### src/rtl/output_buffer.sv
// Result buffer of 2**ADDR_W entries with a valid-ordered drain stream.
// Optional feature macro: OUTBUF_OVW_COUNT_EN adds the saturating ovw_count output.
`timescale 1ns/1ps
module output_buffer #(
   parameter int DATA_W = 32,
   parameter int ADDR_W = 4
) (
   input  logic              clk,
   input  logic              rst,
   input  logic              wr_en,
   input  logic [ADDR_W-1:0] wr_addr,
   input  logic [DATA_W-1:0] wr_data,
   input  logic              drain_start,
   output logic              out_valid,
   input  logic              out_ready,
   output logic [DATA_W-1:0] out_data,
   output logic [ADDR_W-1:0] out_addr,
   output logic              busy,
   output logic              drain_done,
   output logic              overwrite,
`ifdef OUTBUF_OVW_COUNT_EN
   output logic [7:0]        ovw_count,
`endif
   output logic [ADDR_W:0]   count
);

   localparam int DEPTH = 1 << ADDR_W;
   localparam logic [ADDR_W-1:0] LAST    = {ADDR_W{1'b1}};
   localparam logic [ADDR_W-1:0] PTR_ONE = ADDR_W'(1);
   localparam logic [ADDR_W:0]   CNT_ONE = (ADDR_W+1)'(1);

   typedef enum logic [1:0] {IDLE, SCAN, SEND, DONE} state_t;

   state_t            state, state_nxt;
   logic [ADDR_W-1:0] ptr;
   logic [DEPTH-1:0]  valid;
   logic [DATA_W-1:0] mem [DEPTH];

   logic wr_hit_ptr, hs, clr, set_new, ovw_evt;

`ifdef OUTBUF_OVW_COUNT_EN
   function automatic logic [7:0] sat_inc8(input logic [7:0] v);
      return (v == 8'hFF) ? v : v + 8'd1;
   endfunction
`endif

   // A handshake clears the entry under the pointer unless a same-cycle write to it wins.
   always_comb begin
      wr_hit_ptr = wr_en && (wr_addr == ptr);
      hs         = (state == SEND) && out_ready;
      clr        = hs && !wr_hit_ptr;
      set_new    = wr_en && !valid[wr_addr];
      ovw_evt    = wr_en && valid[wr_addr] && !(hs && wr_hit_ptr);
   end

   always_ff @(posedge clk) begin
      if (rst) state <= IDLE;
      else     state <= state_nxt;
   end

   always_comb begin
      state_nxt = state;
      unique case (state)
         IDLE: if (drain_start) state_nxt = SCAN;
         SCAN: begin
            if (valid[ptr])        state_nxt = SEND;
            else if (ptr == LAST)  state_nxt = DONE;
         end
         SEND: if (out_ready) state_nxt = (ptr == LAST) ? DONE : SCAN;
         DONE: state_nxt = IDLE;
         default: state_nxt = IDLE;
      endcase
   end

   always_comb begin
      busy       = (state != IDLE);
      out_valid  = (state == SEND);
      drain_done = (state == DONE);
   end

   // Entry storage carries no reset; a write coinciding with rst is dropped.
   always_ff @(posedge clk) begin
      if (wr_en && !rst) mem[wr_addr] <= wr_data;
   end

   always_ff @(posedge clk) begin
      if (rst) begin
         ptr       <= '0;
         valid     <= '0;
         overwrite <= 1'b0;
         count     <= '0;
         out_data  <= '0;
         out_addr  <= '0;
      end else begin
         unique case (state)
            IDLE: if (drain_start) ptr <= '0;
            SCAN: begin
               if (valid[ptr]) begin
                  out_data <= mem[ptr];
                  out_addr <= ptr;
               end else if (ptr != LAST) begin
                  ptr <= ptr + PTR_ONE;
               end
            end
            SEND: if (out_ready && ptr != LAST) ptr <= ptr + PTR_ONE;
            default: ;
         endcase

         if (clr)   valid[ptr]     <= 1'b0;
         if (wr_en) valid[wr_addr] <= 1'b1;

         if (ovw_evt) overwrite <= 1'b1;

         unique case ({set_new, clr})
            2'b10:   count <= count + CNT_ONE;
            2'b01:   count <= count - CNT_ONE;
            default: count <= count;
         endcase
      end
   end

`ifdef OUTBUF_OVW_COUNT_EN
   always_ff @(posedge clk) begin
      if (rst)          ovw_count <= 8'd0;
      else if (ovw_evt) ovw_count <= sat_inc8(ovw_count);
   end
`endif

endmodule

### config.mk
export PLATFORM = sky130hd
export DESIGN_NAME = output_buffer
export DESIGN_NICKNAME = d
export VERILOG_FILES = /design/src/rtl/output_buffer.sv
export SDC_FILE = /design/constraint.sdc
export NUM_CORES = 1
export LEC_CHECK = 0
export BUFFER_PORTS_ARGS = -buffer_cell sky130_fd_sc_hd__buf_2
export CAP_MARGIN = 20
export CORE_MARGIN = 10
export CORE_UTILIZATION = 30
export CTS_CLUSTER_DIAMETER = 100
export DETAILED_ROUTE_END_ITERATION = 8
export MAX_ROUTING_LAYER = met4
export PLACE_DENSITY_LB_ADDON = 0.05
export SETUP_SLACK_MARGIN = 0.15
export SLEW_MARGIN = 15
export SYNTH_ARGS = -nofsm -noshare
export SYNTH_HDL_FRONTEND = slang
export SYNTH_SLANG_ARGS = --single-unit
export TNS_END_PERCENT = 50
### constraint.sdc
create_clock -name clk -period 8.05 [get_ports clk]
set_input_delay 0.4025 -clock clk [delete_from_list [all_inputs] [get_ports clk]]
set_output_delay 0.4025 -clock clk [all_outputs]
set_load 0.01 [all_outputs]
# --- After elaboration in Yosys (flattened, before gate mapping) ---
# Memory sizes are Yosys's and may differ from the RTL's. A register that Yosys moved wholly into a read port is not among the register bits.
# Index checks and enable logic that the tools add are counted.
totals:
  reg_bits: 32
  latch_bits: 0
  ram_bits: 512
  romBits: 0
  input_bits: 41
  output_inout_bits: 45
  word_cells: 78
  mem_count: 1
classes:
  n_addsub: 3
  n_mul: 0
  div_mod_pow: 0
  magnitude_cmp: 4
  eq_ne: 14
  shifts: 0
  n_mux: 25
  bitwise: 3
  n_reduce_logical: 22
mem_list:
  columns: ["name", "words", "word_bits", "rd", "rd_clocked_by_memory_dff", "wr", "line_no", "text"]
  rows:
  - ["mem", 16, 32, 1, 1, 1, "37", "logic [DATA_W-1:0] mem [DEPTH];"]
ops:
  columns: ["op", "n"]
  rows:
  - ["2-to-1 mux 16 bit", 3]
  - ["bitwise AND 16 bit", 1]
  - ["2-to-1 mux 4 bit", 4]
  - ["NOT 16 bit", 1]
  - ["bitwise OR 16 bit", 1]
  - ["case mux 4 bit (3 select lines)", 1]
  - ["logical AND 1 bit", 11]
  - ["less-than comparator 4 x 5 -> 1 bit, second input constant", 2]
  - ["2-to-1 mux 2 bit", 5]
  - ["case mux 5 bit (2 select lines)", 1]
  - ["binary-select mux 1 bit (select 4 bit)", 2]
  - ["demux 1 bit (select 4 bit)", 2]
  - ["greater-or-equal comparator 4 x 1 -> 1 bit, second input constant", 2]
  - ["case mux 2 bit (4 select lines)", 1]
  - ["equality test 2 bit, second input constant", 3]
  - ["2-to-1 mux 1 bit", 6]
  - ["!= test 2 bit, second input constant", 3]
  - ["adder 5 x 1 -> 5 bit, second input constant", 1]
  - ["AND reduction 5 bit", 1]
  - ["subtractor 5 x 1 -> 5 bit, second input constant", 1]
  - ["adder 4 x 1 -> 4 bit, second input constant", 1]
  - ["equality test 2 x 1 -> 1 bit, second input constant", 2]
  - ["equality test 4 bit", 1]
  - ["equality test 4 bit, second input constant", 1]
  - ["9 further kinds", 14]

# --- Logic depth before layout (Yosys ltp) ---
# Gate-level depths: netlist of run 1.
depth:
  depth_word: 10
  depth_mapped: 14
  depth_no_buf: 12

# --- Least setup slack after synthesis of run 1 ---
# OpenSTA, ideal clock, no wires.
synth_path:
  path_kind: "input -> register"
  from: "in wr_addr[0]"
  to: "mem mem[1][0], enable pin"
  setup_ns: 0.463
  arrival_ns: 3.532
  t_required_ns: 7.587
  slack_ns: 4.055
  path_stages: 3
  path_buffers: 1
  cell_sequence: "clkbuf_1 > or3b_2 > nor3_1"
synth_rtl:
  columns: ["element", "line_no", "text"]
  rows:
  - ["start, declared", "11", "input logic [ADDR_W-1:0] wr_addr,"]
  - ["end, declared", "37", null]
# Straight into the memory's write port.

# --- Final worst setup path of run 1 ---
layout_path:
  from: "reg ptr[1]"
  to: "reg out_data[28], read port of mem"
layout_via:
  elab_chain_len: 3
layout_lines:
  columns: ["element", "line_no", "text"]
  rows:
  - ["start, declared", "35", "logic [ADDR_W-1:0] ptr;"]
  - ["start signal, assigned", "102", "ptr <= ptr + PTR_ONE;"]
  - ["start signal, assigned", "105", "SEND: if (out_ready && ptr != LAST) ptr <= ptr + PTR_ONE;"]
  - ["binary-select mux 1 bit (select 4 bit)", "98", "if (valid[ptr]) begin"]
  - ["2-to-1 mux 1 bit (not written as such)", "98", null]
  - ["AND reduction 2 bit (no line)", null, null]
  - ["end, declared", "16", "output logic [DATA_W-1:0] out_data,"]
# Several ways; a longest one is shown, not always the timed one. The select of a mux whose other input is x is not followed.
# A chain may end at the register's enable or synchronous reset.

==> results.md, run 1 <==
* Post-Synth Adder-Cell Area at 0.729%
* Worst skew pair latency at 0.60 ns
* Global-route wire length before repair at 86,700 um
* FMAX at 0.274 GHz
* HP Class: in2reg
* Area after DPL at 24,000 um^2
* Reg clk slew, reported paths at 0.06 ns
* Rel. slew slack at 32.1%
* Final RePlAce weighted congestion at 0.694
* Kind of critical path: reg2reg
* Finished Cell Area at 26,100 um^2
* Commonest non-fill, non-tap cells in the layout: edfxtp_1, mux4_2, buf_2
* Worst-Margin Slew at 1.02 ns
* CP Max Fanout at 60
* Worst clock skew at 0.0205 ns
* Final Cycle Share at 45.4%
* Core area at 73,300 um^2
* CTS Hold Bufs at 0
* Ys Warns at 0
* GRT Overall Usage at 14.5%
* RSZ-0062 raised after global routing: no
* Via density per instance at 4.89
* Setup_tns at 0 ns
* Max cap viols at 0
* CTS buffer count at 67
* GRT overflow at 0
* Post-synthesis cell count at 1,076
* WL/cell at 27.1 um
* Run status: completed
* Fill count at 6,830
* Clk buf depth at 3
* Post-synthesis sequential area ratio at 74.7%
* CTS tree: built
* DIE AREA at 85,600 um^2
* Final ANT Viol Nets at 0
* Synth Area in Simple Gates at 3.28%
* Area grow syn2layout at 17.0%
* DPL Wire Length at 30,200 um
* Clock tree sinks at 576
* Post-synthesis mux area share at 17.3%
* Post-route DRC at 0
* Pins Over Slew Limit at 0
* Library cells used by synthesis at 42
* Initial antenna violation count at 5
* Fin crit period at 3.65 ns
* Final net count at 1,254
* Peak supply drop at 216 uV
* Power per cell area at 278 nW/um^2
* # IOs at 86
* H-Tree Depth at 3
* Resized cells post-CTS at 0
* Die Ht at 293 um
* Final hold viol count at 0
* Synth Cell Area at 22,300 um^2
* Power Total at 7.25 mW
* Initial Util at 30.4%
* Port Buffers at 85
* Crit path arrival time at 4.08 ns
* Rows at 99
* Syn nets at 1,130
* CP Launch Type: flip-flop
* Largest family of logic cells by synthesized area: multiplexers
* # Post-CTS Setup Buffers at 0
* Pre-antenna DRT Iters at 5
* Flops & latches, synth at 576
* Synth Area per Inst at 20.7 um^2
* Iteration-0 DRC Markers at 784
* Root buffer cell: clkbuf_16
* XOR/XNOR share of the synthesized area at 0.275%
* Largest net degree at the start of global routing at 98
* Nature of the critical path endpoint: flip-flop
* Commonest non-fill, non-tap cell in the layout: edfxtp_1
* Vias at 10,836
* Vias in the first global route at 11,734
* Share of layout cells above drive strength 1 at 33.5%
* Pleak at 8.17 nW
* Endpoints failing setup at 0
* Post-synthesis compound-gate area fraction at 2.18%
* DRT Wirelength at 59,900 um
* Worst EP required at 8.48 ns
* Floorplan die width at 293 um
* Worst Hold Margin at 0.184 ns
==> cells by family (layout without fill, tap and decap cells) <==
family          count (synthesis)  in the layout
flops                         576            576
mux                           173            173
buf+inv                        71            248
fa+ha+maj                      13             13
compound gates                 74             74
xor+xnor                        7              7
other cells                     0              2
simple gates                  162            162
==> power by group <==
group	internal, mW	switching, mW
Sequential	3.30	0.0384
Clock	1.74	1.21
Combinational	0.511	0.456
Total	5.55	1.70
==> final timing paths <==
| check | from | end | slack, ns | cells after the start |
|---|---|---|---|---|
| min | wr_data[0] | mem[6][0] | 0.18 | 1 |
| min reg2reg | overwrite | overwrite | 0.45 | 2 |
| max | ptr[1] | out_data[28] | 4.40 | 6 |
| max reg2reg | ptr[1] | out_data[28] | 4.40 | 6 |
==> final cells by class <==
class	count	area, um^2	share of cell area [%]
inverters	11	41.3	0.158
clock buffers	97	1850	7.09
flip-flops and latches	576	16700	63.8
clock inverters	25	265	1.02
well taps	959	1200	4.60
diodes	2	5.00	0.0192
repair buffers	115	663	2.54
multi-input cells	429	5410	20.7
==> Yosys cell counts, drive strengths merged <==
master,n,area (um^2)
or3b,3,26.3
clkbuf,32,120
o22ai,1,20.0
ha,13,163
xnor2,1,8.76
nor2b,3,18.8
o221a,1,11.3
nand2,83,314
dfxtp,64,1280
o21a,2,15.0
nand3,18,90.1
nand4b,2,17.5
nand3b,2,15.0
a211o,1,8.76
o221ai,1,8.76
o21ai,3,15.0
o211ai,1,7.51
nor3,7,35.0
nor2,24,90.1
inv,11,41.3
a21o,2,15.0
a21oi,41,205
buf,28,183
edfxtp,512,15400
mux2i,2,20.0
a31oi,1,6.26
a31o,17,149
and2,2,12.5
nand2b,8,50.1
and3,3,18.8
xor2,6,52.6
mux2,1,11.3
mux4,170,3830
nand4,5,31.3
a2bb2oi,1,8.76
or3,2,12.5
a21boi,2,15.0
==> flip-flops by register name, indices dropped and copies added, names as in the netlist <==
register / flops
mem: 512
valid: 16
state: 2
out_data: 32
count: 5
overwrite: 1
out_addr: 4
ptr: 4
==> stage by stage <==
stage / util (%) / cells / setup WS [ns]
final: 35.6 / 2214 / 4.40
after global routing: 35.6 / 2214 / 4.10
after CTS: 35.6 / 2212 / 4.29
after detailed placement: 32.7 / 2090 / 4.30
after global placement: 32.7 / 2090 / 4.32
after floorplan: - / 1076 / 4.06
==> critical path, stage by stage (launching register included) <==
cell and delay [ns]:
dfxtp_4 0.74, buf_4 0.88, buf_4 0.74, mux4_2 0.41
mux4_2 0.47, nand2_1 0.08, a21oi_1 0.07
==> layer usage <==
layer	vias to the layer above	track usage, %	wire (um)
met5	-	-	0
met4	0	4.36	1250
met3	84	2.82	2400
met2	231	23.7	30000
met1	5843	18.0	26200
li1	4678	-	-
Note: power is estimated with default switching activity, not from simulation.
==> run 2, diff against run 1 <==
==> constraint.sdc (replaced) <==
create_clock -name clk -period 3.15 [get_ports clk]
set_input_delay 0.1575 -clock clk [delete_from_list [all_inputs] [get_ports clk]]
set_output_delay 0.1575 -clock clk [all_outputs]
set_load 0.01 [all_outputs]
==> results.md, run 2 (synthesis gave the netlist of run 1 again) <==
* Run status: completed
* Initial Util at 30.4% (unchanged)
* Area after DPL at 24,300 um^2 (+1.4%)
* Final RePlAce weighted congestion at 0.670 (-3.5%)
* Largest net degree at the start of global routing at 70 (-29%)
* Post-route DRC at 0 (unchanged)
* Setup_tns at 0 ns (unchanged)
* GRT Overall Usage at 14.4% (-0.090 points)
* Final hold viol count at 0 (unchanged)
* Vias in the first global route at 11,875 (+1.2%)
* CTS buffer count at 67 (unchanged)
* CP Cell Sequence: mux4_2 > mux4_2 > nand2b_4 > ha_4 > xor2_2 > ha_2 > o21a_1 > o221ai_2 > nand3_1 > nand3b_1 > mux2_2
* Commonest non-fill, non-tap cell in the layout: edfxtp_1
* Worst skew pair latency at 0.60 ns (about the same)
* Largest regs: mem x512, out_data x32, valid x16
* Fin crit period at 2.95 ns (-0.699 ns)
* DPL Wire Length at 32,100 um (+6.2%)
* Peak supply drop at 354 uV (+64%)
* WP buf/inv at 0 (-2)
* FMAX at 0.339 GHz (+24%)
* Worst EP required at 3.62 ns (-4.86 ns)
* Setup WS pre-CTS at -0.0885 ns (-4.39 ns)
* Layout Utilization at 36.6% (+0.96 points)
* DRT Wirelength at 59,700 um (-0.29%)
* Final Cycle Share at 93.8% (+48 points)
* RSZ-0062 raised after global routing: yes
* HP Class: in2reg
* Floorplan die width at 293 um (unchanged)
* Worst-Margin Slew at 0.973 ns (-0.0456 ns)
* Pins Over Slew Limit at 0 (unchanged)
* Crit path arrival time at 3.43 ns (-0.65 ns)
* Initial antenna violation count at 1 (-4)
* CP max stage delay at 0.50 ns (-0.38 ns)
* Kind of critical path: reg2reg
* Core area at 73,300 um^2 (unchanged)
* Iteration-0 DRC Markers at 721 (-8.0%)
* Slowest CP cell: mux4_2
* Root buffer cell: clkbuf_16
* Clock tree sinks at 576 (unchanged)
* Critical path's top delay family: multiplexers
* Final WS setup at 0.197 ns (-4.20 ns)
* Die Ht at 293 um (unchanged)
* Rel. slew slack at 35.1% (+3.0 points)
* Max cap viols at 0 (unchanged)
* Commonest non-fill, non-tap cells in the layout: edfxtp_1, mux4_2, buf_2
* Critical Path Most Common Cell: mux4_2
* Final net count at 1,310 (+4.5%)
* Worst clock skew at 0.0174 ns (-0.00305 ns)
* GRT overflow at 0 (unchanged)
* CTS tree: built
* Via density per instance at 4.86 (-0.67%)
* Nature of the critical path endpoint: flip-flop
* CP Max Fanout at 3 (-95%)
* CP Launch Type: flip-flop
* # IOs at 86 (unchanged)
* Reg clk slew, reported paths at 0.06 ns (about the same)
* Share of layout cells above drive strength 1 at 34.6% (+1.0 points)
* Global-route wire length before repair at 87,000 um (+0.38%)
* WL/cell at 26.3 um (-2.7%)
* Finished Cell Area at 26,800 um^2 (+2.7%)
* Biggest register: mem
* H-Tree Depth at 3 (unchanged)
* Port Buffers at 85 (unchanged)
* Fill count at 6,837 (+0.10%)
* Area grow syn2layout at 20.2%
* Pleak at 8.47 nW (+3.7%)
* Pre-antenna DRT Iters at 7 (+2)
* Clk buf depth at 3 (unchanged)
* Max reg flops at 512 (unchanged)
* Vias at 11,026 (+1.8%)
* Endpoints failing setup at 0 (unchanged)
* Power per cell area at 693 nW/um^2 (+150%)
* DIE AREA at 85,600 um^2 (unchanged)
* Worst Hold Margin at 0.0966 ns (-0.0873 ns)
* Final ANT Viol Nets at 0 (unchanged)
* Rows at 99 (unchanged)
run 2: routing by layer:
layer,up-vias,GRT usage [%],share of wire (%)
met3,85,2.21,3.3
met5,-,-,0
met2,198,23.2,49
met1,5955,18.7,46
met4,0,4.04,2.3
li1,4788,-,-
run 2: per-stage QoR:
step           total power, mW  cells
2_1_floorplan             10.6   1076
3_3_place_gp              11.4   2112
3_5_place_dp              11.4   2112
4_1_cts                   18.9   2266
5_1_grt                   19.4   2268
6_report                  18.6   2268
run 2: worst paths after layout:
path              startpoint  slack [ns]  depth (start not counted)   endpoint
setup reg to reg   valid[10]        0.20                         11   count[4]
hold reg to reg    overwrite        0.44                          2  overwrite
hold / removal     out_ready         0.1                          4  overwrite
setup / recovery   valid[10]        0.20                         11   count[4]
run 2: final cells by class:
class,instances,area (um^2),share of cell area [%]
Clock buffer,103,1920,7.17
Tap cell,959,1200,4.48
Clock inverter,18,179,0.667
Multi-Input combinational cell,429,5480,20.4
Timing Repair Buffer,171,1320,4.91
Inverter,11,41.3,0.154
Antenna cell,1,2.50,0.00933
Sequential cell,576,16700,62.2
run 2: tightest hold or removal path, cell delays in order:
cell	delay [ns]
buf_2	0.11
nand2_1	0.10
o211ai_1	0.13
a21oi_1	0.15
run 2: what timing repair did:
item                                    in CTS  in global routing
resized for setup                            6                  6
setup buffers                                0                  1
endpoints found under the setup margin       2                  2
hold endpoints to repair                   513                  0
pin swaps                                    2                  3
hold buffers                                33                  0
run 2: power by group:
part | switching, mW | internal [mW]
clock network | 3.04 | 4.38
logic | 1.25 | 1.38
registers | 0.0909 | 8.43
